--- config.mk ---
export PLATFORM = sky130hd
export DESIGN_NAME = booth_r8_encoder_pipe
export DESIGN_NICKNAME = d
export VERILOG_FILES = /design/src/rtl/booth_r8_encoder_pipe.sv
export SDC_FILE = /design/constraint.sdc
export NUM_CORES = 1
export LEC_CHECK = 0
export CAP_MARGIN = 30
export CORE_MARGIN = 3
export CORE_UTILIZATION = 40
export DETAILED_ROUTE_END_ITERATION = 8
export PLACE_DENSITY = 0.63
export SYNTH_ARGS = -nofsm -noshare
export SYNTH_HDL_FRONTEND = slang
export SYNTH_SLANG_ARGS = --single-unit
--- constraint.sdc ---
create_clock -name clk -period 1.8 [get_ports clk]
set_clock_uncertainty 0.05 [all_clocks]
set_input_delay 0.18 -clock clk [delete_from_list [all_inputs] [get_ports clk]]
set_output_delay 0.18 -clock clk [all_outputs]
set_load 0.02 [all_outputs]
--- src/rtl/booth_r8_encoder_pipe.sv ---
// Two-stage radix-8 Booth recoder for a WIDTH-bit multiplier operand.
// Stage 1 registers the operand and stage 2 registers the per-group selects.
module booth_r8_encoder_pipe #(
    parameter int WIDTH = 16
) (
    input  logic               clk,
    input  logic               rst_n,
    input  logic               in_valid,
    output logic               in_ready,
    input  logic [WIDTH-1:0]   mx,
    input  logic               in_signed,
    output logic               out_valid,
    input  logic               out_ready,
    output logic [WIDTH/3:0]   s,
    output logic [WIDTH/3:0]   d,
    output logic [WIDTH/3:0]   t,
    output logic [WIDTH/3:0]   q,
    output logic [WIDTH/3:0]   n
);

    localparam int G  = WIDTH / 3 + 1;
    localparam int XW = 3 * G + 1;

    logic             en;
    logic             v1_q;
    logic             v2_q;
    logic [WIDTH-1:0] mx_q;
    logic             sgn_q;
    logic [G-1:0]     s_q, d_q, t_q, q_q, n_q;
    logic [G-1:0]     s_d, d_d, t_d, q_d, n_d;
    logic [XW-1:0]    xExt;
    logic [3:0]       win;
    logic             a0, a1, a2;

    assign en       = ~v2_q | out_ready;
    assign in_ready = en;

    // Bit 0 of xExt is the implicit x[-1]=0, so group k's window is xExt[3k+3:3k].
    always_comb begin
        xExt            = '0;
        xExt[WIDTH:1]   = mx_q;
        for (int i = WIDTH + 1; i < XW; i++) begin
            xExt[i] = sgn_q & mx_q[WIDTH-1];
        end
    end

    always_comb begin
        s_d = '0;
        d_d = '0;
        t_d = '0;
        q_d = '0;
        n_d = '0;
        win = '0;
        a0  = 1'b0;
        a1  = 1'b0;
        a2  = 1'b0;
        for (int k = 0; k < G; k++) begin
            win    = xExt[3*k +: 4];
            a0     = win[0] ^ win[1];
            a1     = win[1] ^ win[2];
            a2     = win[2] ^ win[3];
            n_d[k] = win[3];
            s_d[k] = a0 & ~a2;
            d_d[k] = a1 & ~a0;
            t_d[k] = a2 & a0;
            q_d[k] = a2 & ~a0 & ~a1;
        end
    end

    // Both stages advance together; data registers only load behind a valid.
    always_ff @(posedge clk) begin
        if (!rst_n) begin
            v1_q  <= 1'b0;
            mx_q  <= '0;
            sgn_q <= 1'b0;
            v2_q  <= 1'b0;
            s_q   <= '0;
            d_q   <= '0;
            t_q   <= '0;
            q_q   <= '0;
            n_q   <= '0;
        end else if (en) begin
            v1_q <= in_valid;
            if (in_valid) begin
                mx_q  <= mx;
                sgn_q <= in_signed;
            end
            v2_q <= v1_q;
            if (v1_q) begin
                s_q <= s_d;
                d_q <= d_d;
                t_q <= t_d;
                q_q <= q_d;
                n_q <= n_d;
            end
        end
    end

    assign out_valid = v2_q;
    assign s         = s_q;
    assign d         = d_q;
    assign t         = t_q;
    assign q         = q_q;
    assign n         = n_q;

endmodule

# After elaboration in Yosys (flattened, before gate mapping)
# Cells that the tools add are included.
[classes]
bitwise = 61
n_reduce_logical = 2
[ops]
columns = ["cell", "count"]
rows = [
  ["bitwise AND 1 bit", 27],
  ["NOT 1 bit", 17],
  ["bitwise XOR 1 bit", 16],
  ["AND reduction 2 bit", 2],
  ["bitwise OR 1 bit", 1],
]
[totals]
regBits = 47
inputBits = 21
output_inout_bits = 32
word_cells = 72

# Longest topological paths before layout
# Gate-level depths: netlist of run 1.
[depth]
depth_word = 4
mapped_depth = 5
depth_no_buf = 4

# Least setup slack after synthesis of run 1
# OpenSTA, ideal clock, no wires.
[synth_timing]
path_kind = "reg-to-reg"
startpoint = "register v2_q (netlist: out_valid)"
endpoint = "register mx_q[13]"
setup_ns = 0.070
t_arrival_ns = 1.286
t_required_ns = 1.680
path_slack_ns = 0.393
stages_incl_launch_ff = 6
n_path_buf = 1
synth_period_minus_slack_ns = 1.407
cell_sequence = "dfxtp_1 > nor2b_2 > inv_1 > clkbuf_1 > nand3_1 > a21oi_1"
[synth_via]
elab_chain_cells = 3
[synth_rtl]
columns = ["item", "line_no", "text"]
rows = [
  ["start: declaration", "26", "logic v2_q;"],
  ["start signal: assignment", "88", "v2_q <= v1_q;"],
  ["NOT 1 bit", "35", "assign en = ~v2_q | out_ready;"],
  ["bitwise OR 1 bit", "35", ""],
  ["named net in_ready", "9", "output logic in_ready,"],
  ["AND reduction 2 bit (no source line)", "--", ""],
  ["end signal: assignment", "85", "mx_q <= mx;"],
  ["end: declaration", "27", "logic [WIDTH-1:0] mx_q;"],
]
# The timed path passes the listed nets, and every way through them passes these cells.
# A chain may end at the register's enable or synchronous reset.

# Worst setup path in the final report of run 1
[layout_timing]
startpoint = "register t_q[4] (netlist: t[4])"
endpoint = "output t[4]"
[layout_lines]
columns = ["item", "line_no", "text"]
rows = [
  ["start: declaration", "29", "logic [G-1:0] s_q, d_q, t_q, q_q, n_q;"],
  ["start signal: assignment", "92", "t_q <= t_d;"],
  ["end: declaration", "16", "output logic [WIDTH/3:0] t,"],
]
# No word-level cell between the ends.

==> results of run 1 <==
kinds of logic after synthesis:
logic type / share of synthesized area, %
compound gates: 25.8
simple gates: 15.7
flops: 45.6
buf+inv: 7.82
xor+xnor: 4.25
fa+ha+maj: 0.606
other cells: 0.182
power by group through the flow:
stage	clock network [uW]	registers, uW	logic, uW
6_report	759	1140	334
5_1_grt	817	1150	368
4_1_cts	770	1140	336
3_5_place_dp	0	1160	335
3_3_place_gp	0	1160	334
2_1_floorplan	0	1170	181
cells in the mapped netlist, drive strengths merged:
| master | number | area, sq um |
|---|---|---|
| buf | 13 | 93.8 |
| a211oi | 1 | 7.51 |
| nor2 | 1 | 6.26 |
| xor2 | 8 | 70.1 |
| conb | 1 | 3.75 |
| a21oi | 36 | 180 |
| o211ai | 5 | 37.5 |
| o41ai | 1 | 8.76 |
| inv | 4 | 15.0 |
| o211a | 4 | 40.0 |
| or4 | 2 | 15.0 |
| o21ai | 26 | 130 |
| o21a | 4 | 30.0 |
| dfxtp | 47 | 941 |
| nand2 | 18 | 67.6 |
| nand4b | 4 | 35.0 |
| nand3 | 29 | 145 |
| a311oi | 4 | 35.0 |
| clkbuf | 13 | 48.8 |
| or4b | 4 | 40.0 |
| clkinv | 1 | 3.75 |
| ha | 1 | 12.5 |
| xnor2 | 2 | 17.5 |
| o22ai | 6 | 37.5 |
| nand4 | 1 | 6.26 |
| nor2b | 1 | 8.76 |
| o32ai | 3 | 26.3 |
sequential cells by signal, summed over array words and instances, names as in the netlist:
name       cells
v1_q           1
n              6
mx_q          16
q              5
t              5
d              6
sgn_q          1
s              6
out_valid      1
stage by stage:
| step | cell area, sq um | setup slack, ns |
|---|---|---|
| 2_1_floorplan | 2070 | 0.393 |
| 3_3_place_gp | 2600 | 0.137 |
| 3_5_place_dp | 2600 | 0.129 |
| 4_1_cts | 2700 | 0.0430 |
| 5_1_grt | 2710 | 0.241 |
| 6_report | 2710 | 0.294 |
layer usage:
metal  global-route usage, %  wire, microns  vias to the layer above
met4                    5.52             53                        0
met3                    4.52            225                        4
met5                       0              0                        -
met1                    25.2           2450                      848
met2                    26.4           2390                       51
li1                        -              -                      949
layout by cell type, fill, tap and decap left out, types with 3 or more instances in the layout:
master,Yosys,final
o32ai_1,3,3
o21a_1,4,4
clkdlybuf4s50_1,0,49
dfxtp_1,47,47
o22ai_1,6,6
o21ai_0,25,25
buf_4,2,7
o211a_1,4,4
nand3_1,29,29
xor2_1,8,8
o211ai_1,5,5
inv_1,3,3
nand2_1,18,18
or4b_1,4,4
nand4b_1,4,4
clkbuf_8,0,5
a21oi_1,36,36
a311oi_1,4,4
final timing paths:
| kind | from | end | slack (ns) | cells after the start |
|---|---|---|---|---|
| max | t[4] | t[4] | 0.29 | 1 |
| max reg2reg | mx_q[11] | q[3] | 0.41 | 2 |
| min reg2reg | s[0] | s[0] | 0.40 | 2 |
| min | mx[15] | mx_q[15] | 0.39 | 3 |
area by class of cell:
| cell class | count | area (sq um) |
|---|---|---|
| fillers | 472 | 2140 |
| multi-input cells | 163 | 965 |
| flip-flops and latches | 47 | 941 |
| repair buffers | 59 | 596 |
| well taps | 67 | 83.8 |
| clock buffers | 6 | 72.6 |
| clock inverters | 1 | 30.0 |
| inverters | 5 | 18.8 |
what timing repair did:
item	in CTS	in global routing
resized for setup	0	1
buffers inserted	0	0
hold buffers	0	0
setup endpoints to repair	0	1
==> results.sh, run 1 <==
export IMPL_crit_required_ns=1.57
export IMPL_hold_path_class="in -> reg"
export IMPL_place_gp_congestion=0.728
export IMPL_finalHoldViolCount=0
export IMPL_ys_seq_area_share_pct=45.6
export IMPL_drive_gt1_share_pct=6.41
export IMPL_p_seq_share_pct=51.0
export IMPL_instances_no_fill=348
export IMPL_num_vias=1852
export IMPL_whs_ns=0.390
export IMPL_drc=0
export IMPL_critical_path_buf_inv_count=1
export IMPL_power_frac_comb_pct=15.0
export IMPL_fp_dieH_microns=77.8
export IMPL_avgViaCountPerCell=5.32
export IMPL_power_internal_uw=1660
export IMPL_die_w_microns=77.8
export IMPL_rsz0062_at_grt="false"
export IMPL_max_freq_ghz=0.664
export IMPL_rows=25
export IMPL_syn_area_per_cell_sq_um=8.60
export IMPL_cp_slowest_cell="clkdlybuf4s50_1"
export IMPL_numPlacedInstances=341
export IMPL_synth_distinct_cells=32
export IMPL_hpwl_mm=3.31
export IMPL_detail_route_wl_per_cell_microns=14.7
export IMPL_maxCapViolCount=0
export IMPL_cpLargestDelayFamily="buffers and inverters"
export IMPL_die_area_sq_um=6060
export IMPL_period_share_pct=83.7
export IMPL_status="complete, no violations"
export IMPL_fin_nets=303
export IMPL_ctsLongestPathBuffers=2
export IMPL_antenna_cells=0
export IMPL_portBuffers=50
export IMPL_pwr_density_cell_nw_per_um2=825
export IMPL_critPathLaunchType="flop"
export IMPL_path_clk_slew_ns=0.09
export IMPL_wirelength_mm=5.13
export IMPL_grt_pass1_vias=1701
export IMPL_p_leak_uw=0.000978
export IMPL_ys_warnings_count=0
export IMPL_cts_buffers=5
export IMPL_syn_to_final_growth_pct=31.2
export IMPL_fin_crit_ns=1.51
export IMPL_p_sw_uw=576
export IMPL_htreeDepth=2
export IMPL_criticalPathCategory="reg -> out"
export IMPL_syn_cell_area_sq_um=2060
export IMPL_worst_ep_arrival_time_ns=1.28
export IMPL_crit_chain="clkdlybuf4s50_1"
export IMPL_coreArea_sq_um=4850
export IMPL_fin_tns_setup_ns=0
export IMPL_fin_util_pct=55.8
export IMPL_p_sw_share_pct=25.8
export IMPL_critPathCaptureType="output pin"
export IMPL_tritoncts="done"
export IMPL_critPathMaxStageDelay_ns=0.61
export IMPL_grt_antenna_before_repair=0
export IMPL_dr_pass1_iters=4
export IMPL_cts_sinks=47
export IMPL_root_buffer="clkbuf_8"
export IMPL_worstPathMaxFanout=2
export IMPL_grt_pass1_wl_mm=8.59
export IMPL_syn_inst=240
export IMPL_insertion_delay_ns=0.30
export IMPL_grt_overflow_total=0
export IMPL_start_util_pct=42.6
export IMPL_io_pins=53
export IMPL_finalPower_uw=2230
export IMPL_grt_start_max_net_pins=41
export IMPL_peakVddDrop_mv=0.467
export IMPL_antenna_left=0
export IMPL_finalSetupViolCount=0
export IMPL_finalMaxSlewViolations=0
export IMPL_yosys_register_bits=47
export IMPL_p_clk_share_pct=34.0
export IMPL_grt_usage_pct=17.8
export IMPL_drt_iter0_drc=168
Power figures use the tool's default switching activity.
==> inputs of run 2 (changes only) <==
PLACE_DENSITY = 0.66   (was 0.63)
clock period = 1.3 ns   (was 1.8 ns; I/O delays follow)
==> results.sh, run 2 (synthesized netlist as in run 1, its figures left out) <==
export IMPL_worstPathMaxFanout=4
export IMPL_insertion_delay_ns=0.30
export IMPL_layout_common_cells="41 x dfxtp_1, 36 x a21oi_1, 31 x buf_4, 29 x nand3_1, 29 x dlygate4sd2_1"
export IMPL_root_buffer="clkbuf_8"
export IMPL_critPathLaunch="out_valid"
export IMPL_max_freq_ghz=0.788
export IMPL_fp_dieH_microns=77.8
export IMPL_syn_to_final_growth_pct=42.0
export IMPL_detail_route_wl_per_cell_microns=14.2
export IMPL_htreeDepth=2
export IMPL_worst_ep_arrival_time_ns=1.09
export IMPL_finalPower_uw=2990
export IMPL_drt_iter0_drc=119
export IMPL_maxCapViolCount=0
export IMPL_p_leak_uw=0.00126
export IMPL_drc=0
export IMPL_critPathLaunchType="flop"
export IMPL_r2r_setup_slack_ns=0.04
export IMPL_finalHoldViolCount=0
export IMPL_cts_buffers=5
export IMPL_grt_pass1_vias=1850
export IMPL_portBuffers=50
export IMPL_nFillCells=458
export IMPL_rsz0062_at_grt="true"
export IMPL_grt_start_max_net_pins=32
export IMPL_finalMaxSlewViolations=0
export IMPL_rr_endpoint="q[2]"
export IMPL_status="complete, no violations"
export IMPL_cp_slowest_cell="dfxtp_2"
export IMPL_dr_pass1_iters=4
export IMPL_wirelength_mm=5.36
export IMPL_criticalPathCategory="reg -> out"
export IMPL_multi_input_area_sq_um=1010
export IMPL_fin_util_pct=60.4
export IMPL_num_vias=2003
export IMPL_fin_nets=331
export IMPL_worst_r2r_cell_count=5
export IMPL_die_w_microns=77.8
export IMPL_instances_no_fill=376
export IMPL_start_util_pct=42.6
export IMPL_period_share_pct=97.7
export IMPL_grt_pass1_wl_mm=9.03
export IMPL_drive_gt1_share_pct=19.1
export IMPL_regToRegStartpoint="out_valid"
export IMPL_place_gp_congestion=0.772
export IMPL_pwr_density_cell_nw_per_um2=1020
export IMPL_grt_overflow_total=0
export IMPL_cts_sinks=47
export IMPL_peakVddDrop_mv=0.671
export IMPL_endpoint="in_ready"
export IMPL_register_area_sq_um=951
export IMPL_mostFrequentLayoutCell="dfxtp_1"
export IMPL_antenna_cells=0
export IMPL_crit_required_ns=1.12
export IMPL_hpwl_mm=3.68
export IMPL_fin_crit_ns=1.27
export IMPL_ctsLongestPathBuffers=2
export IMPL_ctsHoldBuffers=0
export IMPL_numPlacedInstances=367
export IMPL_largest_register_ffs=16
export IMPL_coreArea_sq_um=4850
export IMPL_grt_antenna_before_repair=0
export IMPL_critPathMaxStageDelay_ns=0.33
export IMPL_path_clk_slew_ns=0.08
export IMPL_grt_usage_pct=18.3
export IMPL_io_pins=53
export IMPL_whs_ns=0.343
export IMPL_finalSetupViolCount=0
export IMPL_antenna_left=0
export IMPL_hold_path_class="in -> reg"
export IMPL_die_area_sq_um=6060
export IMPL_rows=25
export IMPL_critPathCaptureType="output pin"
export IMPL_tritoncts="done"
export IMPL_regMostFlops="mx_q"
export IMPL_avgViaCountPerCell=5.33
export IMPL_crit_chain="nor2b_4, inv_1, buf_2"
-- run 2: worst max-delay path, delay by kind of cell, from the launching register on --
kind / cells / cell delay (ns)
simple gates: 1 / 0.17
flops: 1 / 0.33
buf+inv: 2 / 0.29
-- run 2: through the flow --
| step | setup TNS (ns) | setup WS [ns] | cell area, sq um |
|---|---|---|---|
| after global placement | -6.55 | -0.264 | 2790 |
| after global routing | -0.124 | -0.0354 | 2930 |
| after CTS | 0 | 0.000942 | 2880 |
| after floorplan | 0 | 0.00874 | 2080 |
| after detailed placement | -7.25 | -0.278 | 2790 |
| final | 0 | 0.0302 | 2930 |
-- run 2: repair_timing --
action                                  CTS  global route
pin swaps                                 4             2
endpoints found under the setup margin   35            21
setup buffers                             3             0
gates resized for setup                  38            16
-- run 2: worst min path at each step --
stage | depth (start not counted) | startpoint | slack (ns) | endpoint
floorplan | 2 | mx[15] | 0.23 | mx_q[15]
global placement | 2 | s[0] | 0.39 | s[0]
detailed placement | 2 | s[0] | 0.40 | s[0]
CTS | 3 | mx[5] | 0.34 | mx_q[5]
global route | 3 | mx[5] | 0.34 | mx_q[5]
finish | 3 | mx[8] | 0.34 | mx_q[8]
-- run 2: final cells by class --
class	count	area share, %
Sequential cell	47	32.5
Multi-Input combinational cell	163	34.5
Clock inverter	1	0.171
Tap cell	67	2.86
Inverter	5	0.726
Clock buffer	6	2.82
Timing Repair Buffer	87	26.5
-- run 2: where the power goes --
group	leakage, uW	internal, uW	switching, uW
logic	0.000831	260	292
clock network	0.0000470	418	468
registers	0.000387	1510	44.5
total	0.00126	2190	804
-- run 2: per-layer routing --
layer	wire [microns]	global-route usage, %	vias up
met5	0	0	-
met4	54	5.16	0
li1	-	-	1006
met2	2480	28.6	53
met3	271	4.41	6
met1	2550	24.9	938
